**config.mk**
```make
export PLATFORM = sky130hd
export DESIGN_NAME = store_narrow_unit
export DESIGN_NICKNAME = d
export VERILOG_FILES = /design/src/rtl/store_narrow_unit.sv
export SDC_FILE = /design/constraint.sdc
export NUM_CORES = 1
export LEC_CHECK = 0
export ABC_AREA = 1
export CORE_MARGIN = 2
export CORE_UTILIZATION = 44
export CTS_CLUSTER_SIZE = 8
export DETAILED_ROUTE_END_ITERATION = 10
export PLACE_DENSITY = 0.81
export SYNTH_ARGS = -nofsm -noshare
export SYNTH_HDL_FRONTEND = slang
export SYNTH_SLANG_ARGS = --single-unit
export TNS_END_PERCENT = 1
```
**constraint.sdc**
```tcl
create_clock -name clk_i -period 2 [get_ports clk_i]
set_input_delay 0.4 -clock clk_i [delete_from_list [all_inputs] [get_ports clk_i]]
set_output_delay 0.4 -clock clk_i [all_outputs]
set_load 0.03 [all_outputs]
```
**src/rtl/store_narrow_unit.sv**
```systemverilog
// store_narrow_unit: narrows byte/half/word stores into serial byte writes with alignment check
module store_narrow_unit #(
  parameter int ADDR_W = 32,
  parameter int DATA_W = 32
) (
  input  logic              clk_i,
  input  logic              rst_i,
  input  logic              req_i,
  output logic              ready_o,
  input  logic [1:0]        size_i,
  input  logic [ADDR_W-1:0] addr_i,
  input  logic [DATA_W-1:0] data_i,
  input  logic              mem_ready_i,
  output logic              mem_we_o,
  output logic [ADDR_W-1:0] mem_addr_o,
  output logic [7:0]        mem_data_o,
  output logic              busy_o,
  output logic              done_o,
  output logic              misalign_o
);
  typedef enum logic [1:0] {IDLE, WRITE, DONE, ERR} state_t;
  state_t            state_q, state_d;
  logic [ADDR_W-1:0] addr_q, addr_d;
  logic [DATA_W-1:0] data_q, data_d;
  logic [1:0]        idx_q, idx_d, last_q, last_d;
  logic              aligned;
  assign aligned = (size_i == 2'd0) || (size_i == 2'd1 && !addr_i[0]) || (size_i == 2'd2 && addr_i[1:0] == 2'b00);
  // state and transfer registers; reset aborts any transfer in flight
  always_ff @(posedge clk_i or negedge rst_i) begin
    if (!rst_i) begin
      state_q <= IDLE;
      addr_q  <= '0;
      data_q  <= '0;
      idx_q   <= '0;
      last_q  <= '0;
    end else begin
      state_q <= state_d;
      addr_q  <= addr_d;
      data_q  <= data_d;
      idx_q   <= idx_d;
      last_q  <= last_d;
    end
  end
  // next state: accept/reject in IDLE, advance byte index on each handshake
  always_comb begin
    state_d = state_q;
    addr_d  = addr_q;
    data_d  = data_q;
    idx_d   = idx_q;
    last_d  = last_q;
    case (state_q)
      IDLE: if (req_i) begin
        state_d = aligned ? WRITE : ERR;
        if (aligned) begin
          addr_d = addr_i;
          data_d = data_i;
          idx_d  = 2'd0;
          last_d = size_i == 2'd0 ? 2'd0 : size_i == 2'd1 ? 2'd1 : 2'd3;
        end
      end
      WRITE: if (mem_ready_i) begin
        state_d = idx_q == last_q ? DONE : WRITE;
        idx_d   = idx_q == last_q ? idx_q : idx_q + 2'd1;
      end
      default: state_d = IDLE;
    endcase
  end
  assign ready_o    = state_q == IDLE;
  assign busy_o     = state_q != IDLE;
  assign done_o     = state_q == DONE;
  assign misalign_o = state_q == ERR;
  assign mem_we_o   = state_q == WRITE;
  assign mem_addr_o = mem_we_o ? addr_q + ADDR_W'(idx_q) : '0;
  assign mem_data_o = mem_we_o ? data_q[8*idx_q +: 8] : '0;
endmodule

```
==> results of run 1 <==
==> power by group through the flow <==
| stage | Sequential [mW] | Combinational (mW) | Clock, mW |
|---|---|---|---|
| floorplan | 2.60 | 3.16 | 0 |
| detailed placement | 2.76 | 4.86 | 0 |
| finish | 2.76 | 5.13 | 1.21 |
| global placement | 2.72 | 4.76 | 0 |
| global route | 2.85 | 5.60 | 1.29 |
| CTS | 2.74 | 5.03 | 1.23 |
==> path summary, 6_finish.rpt <==
kind | startpoint | end | slack (ps) | cells past startpoint
max in group asynchronous | rst_i | addr_q[30] | 1400 | 2
max | addr_q[0] | mem_addr_o[14] | -550 | 11
max reg2reg | state_q[1] | idx_q[1] | 320 | 8
min | rst_i | addr_q[1] | 50 | 1
min in group clk_i | data_q[13] | data_q[13] | 480 | 2
min reg2reg | data_q[13] | data_q[13] | 480 | 2
==> metrics by stage <==
stage               instances  setup slack, ps  hold slack (ps)  setup TNS [ps]  util [%]
floorplan                 616             -116              104           -1540         -
global placement          842             -238              425           -2220      60.2
detailed placement        842             -295              432           -3230      60.2
CTS                       864             -507             46.9          -14550      63.7
global route              868             -669             66.9          -19880      64.4
finish                    868             -553             45.5          -15190      64.4
==> worst max-delay path, cell delays in order (launching register included) <==
cell,delay (ps)
dfrtp_1,400
ha_2,210
fa_2,420
nand2_4,100
nor2_4,40
nand2_2,80
nor2_4,70
buf_6,120
nand2_2,50
nand2_2,60
nor2_4,110
buf_6,130
==> placed cells by master (no fill, tap or decap), types with 2 or more instances in the layout <==
| master | instances |
|---|---|
| nand2_1 | 143 |
| nor2_1 | 104 |
| inv_1 | 81 |
| dfrtp_1 | 70 |
| clkdlybuf4s50_1 | 68 |
| o21ai_0 | 63 |
| buf_4 | 58 |
| a21oi_1 | 35 |
| nand3_1 | 18 |
| nand2_2 | 15 |
| o21ai_1 | 15 |
| nor2_2 | 15 |
| nor2_4 | 10 |
| clkbuf_8 | 10 |
| buf_6 | 8 |
| buf_12 | 7 |
| xnor2_1 | 4 |
| dlygate4sd2_1 | 4 |
| a21oi_2 | 3 |
| clkinvlp_4 | 2 |
| nor3_1 | 2 |
| nand3b_1 | 2 |
| nor3_2 | 2 |
| nand4_1 | 2 |
| clkinv_4 | 2 |
==> state kept, by name, summed over array words and instances, names as in the netlist <==
signal   flops
data_q      32
last_q       2
state_q      2
idx_q        2
addr_q      32
==> per-layer routing <==
layer | wire length, um | up-vias | GRT usage (%)
met4 | 244 | 0 | 8.73
met3 | 840 | 21 | 5.04
met1 | 5050 | 2041 | 30.5
met2 | 5720 | 183 | 40.9
met5 | 0 | - | 0
li1 | - | 2179 | -
==> logic make-up (layout without fill, tap and decap cells) <==
family	after synthesis	count (layout)	share of synthesized area (%)
buffers and inverters	105	246	10.5
XOR/XNOR	4	4	0.843
adder cells (fa/ha/maj)	3	3	1.08
AO/OA/AOI/OAI	116	116	14.0
AND/OR/NAND/NOR	318	318	31.5
flip-flops	70	70	42.1
==> final cells by class <==
type	instances	area, sq um	share of cell area (%)
clock buffers	10	138	2.33
clock inverters	6	68.8	1.16
inverters	83	315	5.33
multi-input cells	441	2100	35.6
flip-flops and latches	70	1750	29.6
well taps	111	139	2.35
repair buffers	147	1400	23.7
==> repair_timing <==
item	in CTS	in global routing
setup endpoints to repair	43	40
pin swaps	15	9
hold endpoints to repair	0	0
resized for setup	36	16
buffers inserted	6	4
==> cell usage after synthesis, types with 2 or more instances <==
cell type  number  area [sq um]
o21ai_0        77           385
nand2_1       151           567
nor3_1          4          20.0
dfrtp_1        70          1750
inv_1          83           312
xnor2_1         4          35.0
nand4_1         2          12.5
clkbuf_1        7          26.3
nand3_1        19          95.1
a21oi_1        38           190
nand2_2         8          50.1
buf_2           7          35.0
nor2_2          4          25.0
nor2_4          4          45.0
buf_4           6          45.0
ha_1            2          25.0
nor2_1        121           454
nand3b_1        2          15.0
==> results.cfg, run 1 <==
[clock_tree]
tritoncts.num_buffers = 9
root_buffer = clkbuf_8
clk_path_buf_depth = 2
cts_tree = done
cts.clk_slew.worst_paths_ps = 90
clk_latency_ps = 350
cts_sinks = 70
htree_levels = 3
cts.hold.buffers_added = 0

[power]
clockPowerShare_pct = 13.3
peakVddDrop_uv = 941
power_density_mw_per_mm2 = 1540
seq_power_share_pct = 30.3
p_total_mw = 9.10
pwr-share-comb_pct = 56.4
cellLeakagePower_nw = 2.92
p_switching_mw = 4.36
internal-power_mw = 4.74
switching_share_pct = 47.9

[floorplan]
rows = 35
fp.dieArea_sq_mm = 0.0102
fp.dieW_um = 101
die_height_um = 101
core_area_sq_mm = 0.00920
start_util_pct = 45.2
num_io_pins = 115

[cells_and_area]
drive_above_1_share_pct = 18.9
antenna_cells = 0
fillers = 780
nets = 825
area_delta_synth_final_pct = 42.4
fin_area_sq_mm = 0.00592

[run_status]
violations = setup timing
outcome = finished, violations left

[timing]
hold_viol = 0
slew_headroom_pct = 60.3
setup_viol = 39
drv_slew = 0
min_period_over_period_pct = 128
fin_crit_ps = 2550
fmax_mhz = 392
tightest_slew_ps = 595
rsz0062_at_grt = yes
finClkSkew_ps = 6.96
fin_ws_ps = -553

[worst_setup_path]
required_ps = 1600
path_class = register to primary output
arrival_ps = 2150
start_kind = register
end_kind = primary output
path_max_fanout = 7

[detailed_routing]
ant_nets = 0
vias = 4424
dr.pass1.iters = 5
drt_iter0_drc = 200
post-route-drc-count = 0
wl_per_cell_um = 13.7
viasPerCell = 5.10
wirelength_um = 11900

[synth]
synth_edf_count = 0
netlist_area_sq_mm = 0.00416
ys_types = 25
synth_top_flop_cell = dfrtp_1
avgSynthCellArea_sq_um = 6.75
syn-num-nets = 689
synth-seq-area-share_pct = 42.1
netlist_instances = 616
synth_seq_cells = 70
ys_async_sr_fraction_pct = 100
yosysWarnings = 0

[place]
place_hpwl_um = 8880
port_buffers = 114
placed_cell_area_sq_mm = 0.00553
place_congestion = 0.963

[flow_run]
cap_viol_max_count = 0

[global_routing]
antenna_found_initial = 0
overflow = 0
first_global_vias = 4323
grt_pass1_wl_um = 19500
grt_max_degree = 37
grt_usage_pct = 24.1

[hold_path]
hold_path_class = primary input to async pin
Note: power is estimated with default switching activity, not from simulation.
==> inputs of run 2 (changes only) <==
--- a/config.mk
+++ b/config.mk
@@ -10,7 +10,7 @@
 export CORE_UTILIZATION = 44
 export CTS_CLUSTER_SIZE = 8
 export DETAILED_ROUTE_END_ITERATION = 10
-export PLACE_DENSITY = 0.81
+export PLACE_DENSITY = 0.86
 export SYNTH_ARGS = -nofsm -noshare
 export SYNTH_HDL_FRONTEND = slang
 export SYNTH_SLANG_ARGS = --single-unit
==> run 2 against run 1 <==
The flow still finishes with violations (setup timing). Design area fell by 0.82%. Routed wire length grew 1.0%. Setup slack better by 9.8 ps. Register-to-register slack barely moved. Largest power group unchanged. Critical path depth fell by 2. Sequential power barely moved. Worst hold slack improved by 15 ps. Sequential share of layout area up 0.25 points.
==> results.cfg, run 2 (same netlist as run 1, synthesis figures left out) <==
[cells_and_area]
antenna_cells = 0
mostFrequentLayoutCell = nand2_1
area_delta_synth_final_pct = 41.2
drive_above_1_share_pct = 18.7
fillers = 812
reg_top3 = addr_q x32, data_q x32
final_cells = 861
fin_util_pct = 63.8
nets = 820
layout_common_cells = nand2_1 (145), nor2_1 (99), inv_1 (80), dfrtp_1 (70), clkdlybuf4s50_1 (68)

[timing]
slew_headroom_pct = 73.9
setup_viol = 39
hold_viol = 0
fmax_mhz = 393
finClkSkew_ps = 6.55
fin_crit_ps = 2540
tightest_slew_ps = 392
drv_slew = 0
min_period_over_period_pct = 127
fin_ws_ps = -543
rsz0062_at_grt = yes

[clock_tree]
cts_tree = done
root_buffer = clkbuf_8
tritoncts.num_buffers = 9
clk_latency_ps = 350
cts.hold.buffers_added = 0
cts.clk_slew.worst_paths_ps = 70
htree_levels = 3
clk_path_buf_depth = 2
cts_sinks = 70

[place]
port_buffers = 114
place_congestion = 0.922
dp_cells = 841
place_hpwl_um = 8810

[floorplan]
start_util_pct = 45.2
num_io_pins = 115
core_area_sq_mm = 0.00920
fp.dieW_um = 101
rows = 35
die_height_um = 101
fp.dieArea_sq_mm = 0.0102

[worst_setup_path]
slowest_delay_ps = 430
worstSetupStartpoint = addr_q[1]
required_ps = 1600
crit_slowest_cell = dfrtp_1
path_cells = ha_1 -> nand3_1 -> nand2_2 -> buf_4 -> nand3b_1 -> nor2_2 -> nor2_1 -> nor2_1 -> buf_4
end_kind = primary output
arrival_ps = 2140
path_delay_family = simple AND/OR/NAND/NOR gates
path_depth = 9
cp.buffers_inverters = 2
path_max_fanout = 3
reg2regPathDepth = 8
r2r_slack_ps = 330
r2r_start = state_q[1]
path_class = register to primary output
worst_r2r_endpoint = idx_q[0]
start_kind = register

[power]
clockPowerShare_pct = 11.0
switching_share_pct = 48.4
p_switching_mw = 4.32
pwr-share-comb_pct = 57.9
p_total_mw = 8.93
seq_power_share_pct = 31.1
peakVddDrop_uv = 747
power_density_mw_per_mm2 = 1520
internal-power_mw = 4.61
cellLeakagePower_nw = 2.89

[global_routing]
grt_usage_pct = 24.1
first_global_vias = 4406
grt_pass1_wl_um = 19600
antenna_found_initial = 0
grt_max_degree = 71
overflow = 0

[detailed_routing]
wirelength_um = 12000
wl_per_cell_um = 13.9
vias = 4382
ant_nets = 0
viasPerCell = 5.09
drt_iter0_drc = 206
post-route-drc-count = 0
dr.pass1.iters = 5

[hold_path]
hold_path_class = primary input to async pin

[run_status]
outcome = finished, violations left
violations = setup timing

[flow_run]
cap_viol_max_count = 0
## run 2: how the worst max path moves through the flow
stage	end	slack, ps
3_5_place_dp	mem_addr_o[20]	-300
4_1_cts	mem_addr_o[18]	-480
2_1_floorplan	mem_addr_o[10]	-120
5_1_grt	mem_addr_o[18]	-670
6_report	mem_addr_o[17]	-540
3_3_place_gp	mem_addr_o[20]	-240
## run 2: what timing repair did
| action | CTS | global route |
|---|---|---|
| setup buffers | 3 | 3 |
| gates resized for setup | 50 | 16 |
| setup endpoints to repair | 43 | 41 |
| pin swaps | 14 | 4 |
## run 2: routing by layer
layer  wire length [um]  GRT usage (%)
met2               6050           42.9
met3                960           3.86
met5                  0              0
met1               4720           29.6
met4                248           8.94
## run 2: power by group through the flow
stage	Clock (mW)	Combinational [mW]	Sequential [mW]
2_1_floorplan	0	3.16	2.60
3_3_place_gp	0	4.78	2.72
3_5_place_dp	0	4.89	2.76
4_1_cts	0.989	5.11	2.75
5_1_grt	1.05	5.65	2.86
6_report	0.981	5.17	2.78
## run 2: layout make-up
class	count	area (sq um)	area share, %
Clock buffer	12	145	2.47
Clock inverter	2	10.0	0.171
Inverter	83	318	5.41
Multi-Input combinational cell	441	2130	36.3
Sequential cell	70	1750	29.8
Tap cell	111	139	2.37
Timing Repair Buffer	142	1380	23.4
## run 2: metrics by stage
| stage | instance area, sq um | setup TNS [ps] | worst slack [ps] | hold slack (ps) |
|---|---|---|---|---|
| after floorplan | 4220 | -1540 | -116 | 104 |
| after global placement | 5530 | -2070 | -242 | 451 |
| after detailed placement | 5530 | -2960 | -304 | 456 |
| after CTS | 5820 | -13770 | -478 | 95.3 |
| after global routing | 5870 | -17570 | -667 | 97.8 |
| final | 5870 | -14030 | -543 | 60.8 |
==> inputs of run 3 (changes only) <==
--- a/config.mk
+++ b/config.mk
@@ -10,6 +10,7 @@
 export CORE_UTILIZATION = 44
 export CTS_CLUSTER_SIZE = 8
 export DETAILED_ROUTE_END_ITERATION = 10
+export GPL_ROUTABILITY_DRIVEN = 0
 export PLACE_DENSITY = 0.86
 export SYNTH_ARGS = -nofsm -noshare
 export SYNTH_HDL_FRONTEND = slang
==> run 3 against run 2 <==
The flow still finishes with violations (setup timing). Design area rose by 1.1%. Non-clock buffer count fell by 3. Clock skew rose by 1.7 ps.
==> results.cfg, run 3 (same netlist as run 1, synthesis figures left out) <==
[run_status]
outcome = finished, violations left
violations = setup timing

[clock_tree]
root_buffer = clkbuf_8
cts_sinks = 70
tritoncts.num_buffers = 9
cts.clk_slew.worst_paths_ps = 70
clk_path_buf_depth = 2
clk_latency_ps = 350
cts_tree = done
htree_levels = 3

[detailed_routing]
vias = 4451
wirelength_um = 11800
viasPerCell = 5.19
dr.pass1.iters = 5
post-route-drc-count = 0
drt_iter0_drc = 190
ant_nets = 0
wl_per_cell_um = 13.8

[hold_path]
hold_path_class = primary input to async pin

[floorplan]
num_io_pins = 115
rows = 35
core_area_sq_mm = 0.00920
start_util_pct = 45.2
fp.dieW_um = 101
fp.dieArea_sq_mm = 0.0102
die_height_um = 101

[power]
p_total_mw = 9.00
power_density_mw_per_mm2 = 1520
cellLeakagePower_nw = 2.90
peakVddDrop_uv = 761

[cells_and_area]
drive_above_1_share_pct = 19.7
mostFrequentLayoutCell = nand2_1
nets = 817
area_delta_synth_final_pct = 42.7
layout_common_cells = nand2_1 (143), nor2_1 (95), inv_1 (80), dfrtp_1 (69), clkdlybuf4s50_1 (68)
antenna_cells = 0
reg_top3 = addr_q x32, data_q x32

[timing]
rsz0062_at_grt = yes
worst_hold_slack_ps = 53.2
hold_viol = 0
fin_crit_ps = 2540
setup_viol = 39
fin_ws_ps = -541
slew_headroom_pct = 73.3
tightest_slew_ps = 401
drv_slew = 0
min_period_over_period_pct = 127
setup_tns_ps = -14630
fmax_mhz = 394
finClkSkew_ps = 8.29

[place]
port_buffers = 114
place_hpwl_um = 8650

[worst_setup_path]
crit_slowest_cell = dfrtp_1
required_ps = 1600
slowest_delay_ps = 430
arrival_ps = 2140
path_max_fanout = 7
start_kind = register
reg2regPathDepth = 8
path_cells = buf_4 -> fa_2 -> nand2_4 -> nor2_4 -> nand2_2 -> nor2_4 -> buf_4 -> nand2_1 -> nand2_1 -> nor2_2 -> buf_6
path_class = register to primary output
end_kind = primary output

[global_routing]
use_met2_pct = 42.3
grt_use_met1_pct = 29.6
grt.busiest_layer = met2
grt_max_degree = 71
first_global_vias = 4442
antenna_found_initial = 0
grt_pass1_wl_um = 20000
overflow = 0
grt_usage_pct = 24.5
use_met3_pct = 4.14

[flow_run]
cap_viol_max_count = 0
run 3: changes by cell type in the layout (fill, tap and decap cells not counted), moves of 2 or more:
cell,delta
nor2_1,-4
nand2_1,-2
nor2_2,+3
o21ai_1,-6
buf_4,-10
buf_6,+6
o21ai_0,+5
run 3: through the flow:
stage          std cells  instance area (sq um)  utilization (%)  setup WS [ps]
3_3_place_gp         836                   5500             59.8           -233
4_1_cts              856                   5860             63.7           -457
2_1_floorplan        616                   4220                -           -116
5_1_grt              858                   5930             64.5           -626
6_report             858                   5930             64.5           -541
3_5_place_dp         836                   5500             59.8           -249
run 3: final cells by class:
type / instances / area, sq um
Fill cell: 752 / 3260
Clock inverter: 2 / 10.0
Timing Repair Buffer: 139 / 1390
Multi-Input combinational cell: 441 / 2180
Inverter: 83 / 318
Sequential cell: 70 / 1750
Tap cell: 111 / 139
Clock buffer: 12 / 145
run 3: power breakdown:
part,switching (mW),internal (mW),total [mW]
Clock,0.512,0.467,0.979
Combinational,3.18,2.03,5.21
Sequential,0.670,2.14,2.81
Total,4.36,4.64,9.00
run 3: worst paths after layout:
check	start	to	slack (ps)
setup / recovery	idx_q[1]	mem_addr_o[14]	-540
hold / removal	rst_i	addr_q[10]	50
setup reg to reg	state_q[1]	idx_q[1]	200
hold reg to reg	data_q[18]	data_q[18]	490
max in group asynchronous	rst_i	addr_q[1]	1600
min in group clk_i	data_q[18]	data_q[18]	490
run 3: timing repair:
item / in CTS / in global routing
setup endpoints to repair: 43 / 40
pin swaps: 17 / 9
buffers inserted: 6 / 2
gates resized for setup: 65 / 14
hold buffers: 0 / 0
run 3: routing by layer:
metal,up-vias,share of wire [%]
met1,2031,40
met3,38,7.0
met5,-,0
met2,215,49
met4,0,3.4
li1,2167,-
run 3: worst max-delay path, delay by kind of cell (launching register included):
| kind | cells | cell delay, ps |
|---|---|---|
| adder cells (fa/ha/maj) | 1 | 410 |
| buffers and inverters | 3 | 440 |
| flip-flops | 1 | 430 |
| AND/OR/NAND/NOR | 7 | 520 |
